===== config.mk =====
export PLATFORM = sky130hd
export DESIGN_NAME = lcd_nibble_writer
export DESIGN_NICKNAME = d
export VERILOG_FILES = /design/src/rtl/lcd_nibble_writer.sv
export SDC_FILE = /design/constraint.sdc
export NUM_CORES = 1
export LEC_CHECK = 0
export CAP_MARGIN = 20
export CORE_MARGIN = 4
export CORE_UTILIZATION = 59
export DETAILED_ROUTE_END_ITERATION = 10
export GPL_TIMING_DRIVEN = 0
export HOLD_SLACK_MARGIN = 0.12
export PLACE_DENSITY_LB_ADDON = 0.12
export SYNTH_ARGS = -nofsm -noshare
export SYNTH_HDL_FRONTEND = slang
export SYNTH_SLANG_ARGS = --single-unit

===== constraint.sdc =====
create_clock -name Clock -period 4.6 [get_ports Clock]
set_input_delay 0.92 -clock Clock [delete_from_list [all_inputs] [get_ports Clock]]
set_output_delay 0.92 -clock Clock [all_outputs]
set_load 0.03 [all_outputs]

===== src/rtl/lcd_nibble_writer.sv =====
// lcd_nibble_writer: write-only engine for the 16x2 LCD 4-bit bus (high/low nibble, E timing, gaps).
// Define LCD_XFER_COUNT_EN to add the oXferCount completed-transfer counter output.
module lcd_nibble_writer #(
    parameter int SETUP_CYC      = 2,
    parameter int PULSE_CYC      = 12,
    parameter int HOLD_CYC       = 1,
    parameter int NIBBLE_GAP_CYC = 50,
    parameter int BYTE_GAP_CYC   = 2000,
    parameter int LONG_GAP_CYC   = 82000,
    parameter int CNT_W          = 17
) (
    input  logic        Clock,
    input  logic        Reset,
    input  logic [7:0]  iData,
    input  logic        iRS,
    input  logic        iNibbleOnly,
    input  logic        iValid,
    output logic        oReady,
    output logic        oDone,
    output logic        oLCD_Enabled,
    output logic        oLCD_RegisterSelect,
    output logic        oLCD_ReadWrite,
    output logic        oLCD_StrataFlashControl,
    output logic [3:0]  oLCD_Data
`ifdef LCD_XFER_COUNT_EN
    ,
    output logic [15:0] oXferCount
`endif
);

    localparam logic [3:0] IDLE     = 4'd0;
    localparam logic [3:0] SETUP_HI = 4'd1;
    localparam logic [3:0] PULSE_HI = 4'd2;
    localparam logic [3:0] HOLD_HI  = 4'd3;
    localparam logic [3:0] GAP_NIB  = 4'd4;
    localparam logic [3:0] SETUP_LO = 4'd5;
    localparam logic [3:0] PULSE_LO = 4'd6;
    localparam logic [3:0] HOLD_LO  = 4'd7;
    localparam logic [3:0] GAP_END  = 4'd8;

    // Counter reload values: a state lasting N cycles counts N-1 down to 0.
    localparam logic [CNT_W-1:0] SETUP_LD = CNT_W'(SETUP_CYC - 1);
    localparam logic [CNT_W-1:0] PULSE_LD = CNT_W'(PULSE_CYC - 1);
    localparam logic [CNT_W-1:0] HOLD_LD  = CNT_W'(HOLD_CYC - 1);
    localparam logic [CNT_W-1:0] NGAP_LD  = CNT_W'(NIBBLE_GAP_CYC - 1);
    localparam logic [CNT_W-1:0] BGAP_LD  = CNT_W'(BYTE_GAP_CYC - 1);
    localparam logic [CNT_W-1:0] LGAP_LD  = CNT_W'(LONG_GAP_CYC - 1);

    logic [3:0]       stateReg, stateNext;
    logic [CNT_W-1:0] cntReg, cntNext;
    logic [3:0]       dataReg, dataNext;
    logic [3:0]       lowNibReg, lowNibNext;
    logic             rsReg, rsNext;
    logic             longGapReg, longGapNext;
    logic             enReg, enNext;
    logic             doneReg, doneNext;
    logic             expired;
    logic             isClearHome;

    assign expired     = (cntReg == '0);
    assign isClearHome = (iData == 8'h01) || (iData == 8'h02) || (iData == 8'h03);

    always_comb begin
        stateNext   = stateReg;
        cntNext     = expired ? cntReg : cntReg - CNT_W'(1);
        dataNext    = dataReg;
        lowNibNext  = lowNibReg;
        rsNext      = rsReg;
        longGapNext = longGapReg;
        doneNext    = 1'b0;
        case (stateReg)
            IDLE: begin
                cntNext = '0;
                if (iValid) begin
                    rsNext      = iRS;
                    lowNibNext  = iData[3:0];
                    longGapNext = !iRS && !iNibbleOnly && isClearHome;
                    cntNext     = SETUP_LD;
                    if (iNibbleOnly) begin
                        stateNext = SETUP_LO;
                        dataNext  = iData[3:0];
                    end else begin
                        stateNext = SETUP_HI;
                        dataNext  = iData[7:4];
                    end
                end
            end
            SETUP_HI: begin
                if (expired) begin
                    stateNext = PULSE_HI;
                    cntNext   = PULSE_LD;
                end
            end
            PULSE_HI: begin
                if (expired) begin
                    stateNext = HOLD_HI;
                    cntNext   = HOLD_LD;
                end
            end
            HOLD_HI: begin
                if (expired) begin
                    stateNext = GAP_NIB;
                    cntNext   = NGAP_LD;
                end
            end
            GAP_NIB: begin
                // High nibble stays on the bus through the gap; swap only on SETUP_LO entry.
                if (expired) begin
                    stateNext = SETUP_LO;
                    cntNext   = SETUP_LD;
                    dataNext  = lowNibReg;
                end
            end
            SETUP_LO: begin
                if (expired) begin
                    stateNext = PULSE_LO;
                    cntNext   = PULSE_LD;
                end
            end
            PULSE_LO: begin
                if (expired) begin
                    stateNext = HOLD_LO;
                    cntNext   = HOLD_LD;
                end
            end
            HOLD_LO: begin
                if (expired) begin
                    stateNext = GAP_END;
                    cntNext   = longGapReg ? LGAP_LD : BGAP_LD;
                end
            end
            GAP_END: begin
                if (expired) begin
                    stateNext = IDLE;
                    cntNext   = '0;
                    dataNext  = 4'h0;
                    rsNext    = 1'b0;
                    doneNext  = 1'b1;
                end
            end
            default: begin
                stateNext = IDLE;
                cntNext   = '0;
                dataNext  = 4'h0;
                rsNext    = 1'b0;
            end
        endcase
        // E is a registered decode of the next state so it never glitches.
        enNext = (stateNext == PULSE_HI) || (stateNext == PULSE_LO);
    end

    always_ff @(posedge Clock or negedge Reset) begin
        if (!Reset) begin
            stateReg   <= IDLE;
            cntReg     <= '0;
            dataReg    <= 4'h0;
            lowNibReg  <= 4'h0;
            rsReg      <= 1'b0;
            longGapReg <= 1'b0;
            enReg      <= 1'b0;
            doneReg    <= 1'b0;
        end else begin
            stateReg   <= stateNext;
            cntReg     <= cntNext;
            dataReg    <= dataNext;
            lowNibReg  <= lowNibNext;
            rsReg      <= rsNext;
            longGapReg <= longGapNext;
            enReg      <= enNext;
            doneReg    <= doneNext;
        end
    end

`ifdef LCD_XFER_COUNT_EN
    logic [15:0] xferCountReg;

    always_ff @(posedge Clock or negedge Reset) begin
        if (!Reset) begin
            xferCountReg <= 16'h0000;
        end else if (doneNext) begin
            xferCountReg <= xferCountReg + 16'd1;
        end
    end

    assign oXferCount = xferCountReg;
`endif

    assign oReady                  = (stateReg == IDLE);
    assign oDone                   = doneReg;
    assign oLCD_Enabled            = enReg;
    assign oLCD_RegisterSelect     = rsReg;
    assign oLCD_Data               = dataReg;
    assign oLCD_ReadWrite          = 1'b0;
    assign oLCD_StrataFlashControl = 1'b1;

endmodule

==> impl_metrics.toml, run 1 <==
[critical_path]
worstPathRequired_ps = 3680
cp-startpoint = "stateReg[3]"
r2r_start = "cntReg[0]"
reg2reg_setup_slack_ps = 2390
arrival_ps = 2130
reg2regPathDepth = 7
rr_endpoint = "oLCD_Data[3]"
end_kind = "primary output"
path_class = "reg2out"
cp-start-kind = "flop"
cp_max_fo = 9
endpoint = "oReady"

[outcome]
status = "completed"

[timing]
fin_crit_ps = 3050
tightest_slew_ps = 813
fin_setup_tns_ps = 0
worst_hold_slack_ps = 519
rsz0062_at_grt = "false"
fmax_ghz = 0.328
setup_violations = 0
fin_crit_sh = 0.663
slew_headroom = 0.456
maxSlewViolCount = 0
fin_skew_ps = 11.8
hold_violations = 0

[worst_hold_path]
hold_path_class = "reg2reg"

[floorplan]
die_h_um = 64.7
fp-row-count = 20
die_x_um = 64.7
io_pins = 23
die-area_um2 = 4180
core_area_um2 = 3050
start_util = 0.621

[yosys]
synth_nets = 210
synth_top_area_frac = 0.436
syn_inst = 196
ys_seq_area_frac = 0.436
synth_cell_type_count = 49
ys.flop_type = "dfrtp_1"
ys_top_cells_by_area = "dfrtp_1 44%, nand2_1 3.8%, xor2_1 3.7%, nor2_1 3.4%, xnor2_1 3.2%"
ys_seq_elements = 33
syn_area_per_cell_um2 = 9.67
synth_edf_count = 0
synth_commonest_cells = "33 x dfrtp_1, 19 x nand2_1, 17 x nor2_1"
synth_warnings = 0
yosysMostFrequentCell = "dfrtp_1"
yosysTopAreaCell = "dfrtp_1"
async_flop_share = 1.00
netlist_area_um2 = 1900

[detailed_routing]
wirelength_um = 4020
drc = 0
vias = 1578
via_per_inst = 5.89
dr.pass1.iters = 4
routedWlPerCell_um = 15.0
drtIter0Drc = 107
ant_nets = 0

[clocking]
hold_buffers = 0
cts.htree.levels = 2
clk_pin_slew_ps = 100
clkLatencyLatePin_ps = 350
cts_buffer_depth = 2
cts_root_buf = "clkbuf_4"
postCtsSetupRepairBufs = 0
cts-resized-gates = 0
cts_tree = "done"
cts_sinks = 33
cts_buffers = 5

[power_and_ir_drop]
power_density_nw_per_um2 = 239
ir_drop_mv = 0.190
p_leak_nw = 0.920

[place]
hpwlAfterDp_um = 3120
place_inst = 260
port_buffers = 19
gp_congestion = 0.875

[global_route]
antenna_found_initial = 0
grt_max_degree = 19
grt_pass1_wl_um = 7330
overflow = 0
grt_pass1_vias = 1632
track_usage = 0.226

[run]
cap_violations = 0

[cells_and_area]
syn_to_final_growth_pct = 18.8
final_cells = 268
nets = 237
drive_gt1_frac = 0.152
n_antenna_cell = 0
-- worst max-delay path, cell delays in order (launching register included) --
cell and delay, ps:
dfrtp_1 370, clkbuf_1 200, inv_1 230, nand2_1 200, inv_2 110, clkdlybuf4s50_1 670
-- power by group --
group          internal, mW  total, mW  switching [mW]
sequential            0.290      0.290               0
clock                 0.115      0.219           0.104
combinational        0.0146     0.0293          0.0147
-- layer usage --
| metal | global-route usage | share of wire | vias up |
|---|---|---|---|
| li1 | - | - | 752 |
| met3 | 0.0659 | 0.055 | 13 |
| met5 | 0 | 0 | - |
| met4 | 0.0871 | 0.019 | 0 |
| met1 | 0.269 | 0.42 | 773 |
| met2 | 0.385 | 0.50 | 40 |
-- logic make-up (layout without fill, tap and decap cells) --
family / count (synthesis) / after routing / synth area share
compound gates: 36 / 36 / 0.117
xor+xnor: 15 / 15 / 0.0693
fa+ha+maj: 1 / 1 / 0.00660
buf+inv: 14 / 42 / 0.0323
flops: 33 / 33 / 0.436
mux: 13 / 13 / 0.0818
other cells: 2 / 2 / 0.00396
simple gates: 82 / 82 / 0.253
-- sequential cells by signal, indices dropped and copies added, names as in the netlist --
register             flops
cntReg                  17
lowNibReg                4
oLCD_Data                4
stateReg                 4
longGapReg               1
oDone                    1
oLCD_Enabled             1
oLCD_RegisterSelect      1
-- worst min-delay path by stage --
stage                 start      endpoint  slack, ps  depth (start not counted)
3_5_place_dp   oLCD_Data[0]  oLCD_Data[0]        500                          1
2_1_floorplan    longGapReg    longGapReg        460                          2
3_3_place_gp   lowNibReg[3]  lowNibReg[3]        490                          1
4_1_cts        oLCD_Data[0]  oLCD_Data[0]        520                          1
6_report       lowNibReg[1]  lowNibReg[1]        520                          1
5_1_grt        oLCD_Data[0]  oLCD_Data[0]        540                          1
-- through the flow --
step                instance area [um2]  setup slack, ps   util  total power [mW]
CTS                                2250             1550  0.738             0.545
detailed placement                 2170             1950  0.710             0.325
finish                             2250             1550  0.738             0.539
global route                       2250             1400  0.738             0.567
floorplan                          1900             2640      -             0.304
global placement                   2140             1960  0.701             0.321
-- layout by cell type (no fill, tap or decap), types with 3 or more instances in the layout --
cell              n
inv_1             4
nand3b_1          3
nand2_1          19
mux2i_1           5
xor2_1            8
nor2b_1           3
clkdlybuf4s50_1  19
dfrtp_1          33
clkbuf_4          5
clkbuf_1          6
o21ai_0          11
nor2_1           17
mux2_4            4
a21oi_1           9
nand3_1           9
nor3_1            9
xnor2_1           7
mux2_2            4
-- cell type report --
| cell class | count | area (um2) |
|---|---|---|
| multi-input cells | 149 | 1010 |
| flip-flops and latches | 33 | 826 |
| fillers | 235 | 801 |
| repair buffers | 20 | 218 |
| well taps | 44 | 55.1 |
| clock inverters | 3 | 46.3 |
| plain buffers | 9 | 42.5 |
| clock buffers | 5 | 37.5 |
| inverters | 5 | 18.8 |
Power figures use the tool's default switching activity.
==> run 2: changes to the inputs <==
- CORE_UTILIZATION: 59 -> 55
- clock period: 4.6 -> 3.15 ns (I/O delays scaled with it)
==> run 2 against run 1 <==
Effect of this change: critical endpoint unchanged; critical path depth did not move; wire length rose by 4.1%; clock skew fell by 5.6 ps; critical path type unchanged; final cell count did not move; flip-flop and latch count did not move; die area rose by 6.4%; largest cell class unchanged.
==> impl_metrics.toml, run 2 (synthesized netlist as in run 1, its figures left out) <==
[critical_path]
cp-start-kind = "flop"
path_class = "reg2out"
reg2regPathDepth = 7
cp_max_fo = 9
reg2reg_setup_slack_ps = 880
end_kind = "primary output"
rr_endpoint = "oLCD_Data[2]"
worstPathRequired_ps = 2520
arrival_ps = 2120
r2r_start = "cntReg[0]"

[clocking]
cts_buffer_depth = 2
cts_buffers = 5
cts-resized-gates = 0
cts_root_buf = "clkbuf_4"
clk_pin_slew_ps = 100
cts_tree = "done"
hold_buffers = 0
cts_sinks = 33
cts.htree.levels = 2
clkLatencyLatePin_ps = 340
postCtsSetupRepairBufs = 0

[cells_and_area]
drive_gt1_frac = 0.144
multi_input_area_um2 = 1010
layout_commonest_cell = "dfrtp_1"
regMostFlops = "cntReg"
seqCellArea_um2 = 826
utilization = 0.657
final_cell_mix = "33 x dfrtp_1, 19 x nand2_1, 18 x clkdlybuf4s50_1"
final_cells = 268
nets = 236
fill_cells = 280
syn_to_final_growth_pct = 15.7
largest_reg_flops = 17
final_area_um2 = 2190
n_antenna_cell = 0

[floorplan]
core_area_um2 = 3340
start_util = 0.568
fp-row-count = 21
io_pins = 23
die_h_um = 66.7
die-area_um2 = 4450
die_x_um = 66.7

[timing]
rsz0062_at_grt = "false"
slew_headroom = 0.509
fin_skew_ps = 6.22
fin_setup_tns_ps = 0
fmax_ghz = 0.364
fin_crit_ps = 2750
fin_crit_sh = 0.873
setup_violations = 0
hold_violations = 0
maxSlewViolCount = 0
tightest_slew_ps = 736
fin_ws_ps = 400
worst_hold_slack_ps = 343

[detailed_routing]
drc = 0
drtIter0Drc = 116
vias = 1529
routedWlPerCell_um = 15.6
wirelength_um = 4190
via_per_inst = 5.71
ant_nets = 0
dr.pass1.iters = 4

[power_and_ir_drop]
seq_power_share = 0.597
internal_power_mw = 0.546
power_density_nw_per_um2 = 323
combPwrFrac = 0.053
ir_drop_mv = 0.194
p_switching_mw = 0.164
swShare = 0.231
p_leak_nw = 0.897
p_total_mw = 0.710
power_frac_clock = 0.350

[global_route]
grt_max_degree = 34
grt_pass1_vias = 1468
antenna_found_initial = 0
overflow = 0
track_usage = 0.211
grt_pass1_wl_um = 6970

[place]
dp_slack_ps = 809
gp_congestion = 0.866
hpwlAfterDp_um = 3030
port_buffers = 19
placed_cell_area_um2 = 2140
place_inst = 261

[worst_hold_path]
hold_path_class = "in2async"

[outcome]
status = "completed"

[run]
cap_violations = 0
==> run 2: worst max-delay path by stage <==
stage                              end        start  slack [ps]
after floorplan           oLCD_Data[0]    cntReg[0]        1190
after global placement          oReady  stateReg[3]         820
after detailed placement        oReady  stateReg[3]         810
after CTS                       oReady  stateReg[3]         420
after global routing            oReady  stateReg[3]         270
final                           oReady  stateReg[3]         400
==> run 2: layout make-up <==
cell class	instances	area share
Clock buffer	7	0.0251
Multi-Input combinational cell	149	0.460
Sequential cell	33	0.376
Inverter	5	0.00856
Buffer	9	0.0194
Tap cell	46	0.0262
Timing Repair Buffer	19	0.0844
==> run 2: layer usage <==
layer	track usage	up-vias	part of all wire
met5	0	-	0
met4	0.0838	0	0.015
met3	0.0523	6	0.046
met2	0.344	41	0.49
met1	0.266	736	0.45
li1	-	746	-
==> run 2: worst max-delay path: stages (launching register included) <==
cell and delay [ps]:
dfrtp_1 390, clkbuf_1 210, inv_1 220, nand2_1 190, inv_2 100, clkdlybuf4s50_1 670
==> run 2: power groups by stage <==
stage | clock network, mW | registers [mW] | logic [mW]
finish | 0.248 | 0.423 | 0.0378
global route | 0.273 | 0.423 | 0.0415
CTS | 0.254 | 0.423 | 0.0383
detailed placement | 0 | 0.432 | 0.0381
global placement | 0 | 0.432 | 0.0378
floorplan | 0 | 0.432 | 0.0126
==> run 3: changes to the inputs <==
- CORE_MARGIN: 4 -> unset
==> run 3 against run 2 <==
Effect of this change: sequential share of layout area shrank 0.76 points; core utilization grew 5.3 points; power grew 21%; final cell count shrank 0.37%; non-clock buffer count is the same; clock power grew 60%; critical path type unchanged; critical endpoint unchanged; largest cell class unchanged; largest power group unchanged; highest routed layer unchanged.
==> impl_metrics.toml, run 3 (synthesized netlist as in run 1, its figures left out) <==
[cells_and_area]
regMostFlops = "cntReg"
largest_reg_flops = 17
syn_to_final_growth_pct = 18.1
multi_input_area_um2 = 1010
drive_gt1_frac = 0.152
layout_commonest_cell = "dfrtp_1"
fill_cells = 253
n_antenna_cell = 0
final_cell_mix = "33 x dfrtp_1, 19 x nand2_1, 18 x clkdlybuf4s50_1"
nets = 236
seqCellArea_um2 = 826
final_area_um2 = 2240

[clocking]
cts_buffers = 5
cts_buffer_depth = 2
postCtsSetupRepairBufs = 0
cts_sinks = 33
clk_pin_slew_ps = 110
cts_tree = "done"
hold_buffers = 0
cts_root_buf = "clkbuf_4"
cts.htree.levels = 2
cts-resized-gates = 0
clkLatencyLatePin_ps = 330

[critical_path]
cp_top_family = "buffers and inverters"
end_kind = "primary output"
cp-start-kind = "flop"
path_buf_inv = 4
path_cells = "clkbuf_1, inv_1, nand2_1, inv_2, clkdlybuf4s50_1"
arrival_ps = 2130
cp-startpoint = "stateReg[3]"
critical-path-max-stage-delay_ps = 670
worstPathRequired_ps = 2520
r2r_start = "cntReg[0]"
cp_max_fo = 9
path_class = "reg2out"
crit_path_top_delay_cell = "clkdlybuf4s50_1"

[power_and_ir_drop]
combPwrFrac = 0.044
internal_power_mw = 0.686
swShare = 0.200
p_switching_mw = 0.172
ir_drop_mv = 0.236
p_leak_nw = 0.921
seq_power_share = 0.493
power_density_nw_per_um2 = 383
power_frac_clock = 0.462

[detailed_routing]
drc = 0
dr.pass1.iters = 4
wirelength_um = 4080
drtIter0Drc = 103
vias = 1536
routedWlPerCell_um = 15.3
via_per_inst = 5.75
ant_nets = 0

[global_route]
track_usage = 0.261
overflow = 0
grt_pass1_vias = 1511
grt_pass1_wl_um = 6920
grt_max_degree = 34
antenna_found_initial = 0

[timing]
hold_violations = 0
rsz0062_at_grt = "false"
fin_skew_ps = 3.97
maxSlewViolCount = 0
slew_headroom = 0.507
fmax_ghz = 0.362
tightest_slew_ps = 739
fin_setup_tns_ps = 0
fin_crit_ps = 2760
setup_violations = 0
fin_crit_sh = 0.877

[floorplan]
die_x_um = 60.7
io_pins = 23
fp-row-count = 20
start_util = 0.601
core_area_um2 = 3150
die-area_um2 = 3690
die_h_um = 60.7

[run]
cap_violations = 0

[place]
gp_congestion = 0.869
hpwlAfterDp_um = 2960
port_buffers = 19
placed_cell_area_um2 = 2140

[worst_hold_path]
hold_path_class = "in2async"

[outcome]
status = "completed"
==> run 3: changes by cell type in the layout (fill, tap and decap cells not counted) <==
cell | before | now
clkinv_2 | 0 | 1
bufinv_16 | 0 | 2
clkbuf_8 | 1 | 0
clkbuf_1 | 7 | 6
==> run 3: worst paths after layout <==
path | endpoint | slack [ps] | cells after the start
min in group Clock | longGapReg | 520 | 2
min reg2reg | longGapReg | 520 | 2
max in group asynchronous | lowNibReg[1] | 2340 | 1
max | oReady | 390 | 5
max reg2reg | oLCD_Data[0] | 910 | 7
min | cntReg[7] | 340 | 1
==> run 3: layout make-up <==
cell class                      count  area share
Inverter                            5     0.00838
Sequential cell                    33       0.369
Multi-Input combinational cell    149       0.451
Tap cell                           44      0.0246
Clock buffer                        5      0.0168
Buffer                              9      0.0190
Clock inverter                      3      0.0291
Timing Repair Buffer               19      0.0827
==> run 3: metal layers <==
layer,vias up,track usage,part of all wire
met3,2,0.0704,0.050
met2,44,0.432,0.49
li1,750,-,-
met4,0,0.0747,0.0052
met5,-,0,0
met1,740,0.337,0.45
==> run 3: worst register-to-register path: stages (launching register included) <==
cell     delay [ps]
dfrtp_1         440
inv_1           120
ha_1            200
nor3b_2         370
and3_2          310
and3_4          240
o21ai_2         140
mux2_4          330
==> run 3: power by group through the flow <==
| stage | Combinational, mW | Sequential, mW | Clock (mW) |
|---|---|---|---|
| 5_1_grt | 0.0421 | 0.424 | 0.424 |
| 6_report | 0.0381 | 0.423 | 0.397 |
| 3_3_place_gp | 0.0377 | 0.432 | 0 |
| 4_1_cts | 0.0385 | 0.423 | 0.400 |
| 3_5_place_dp | 0.0385 | 0.432 | 0 |
| 2_1_floorplan | 0.0126 | 0.432 | 0 |
==> run 3: through the flow <==
step	power [mW]	std cells	utilization	worst slack [ps]	hold slack (ps)
final	0.858	267	0.710	387	345
after global routing	0.890	267	0.710	207	372
after CTS	0.862	267	0.710	395	360
after detailed placement	0.470	259	0.677	784	496
after global placement	0.469	259	0.679	806	491
after floorplan	0.444	196	-	1190	334
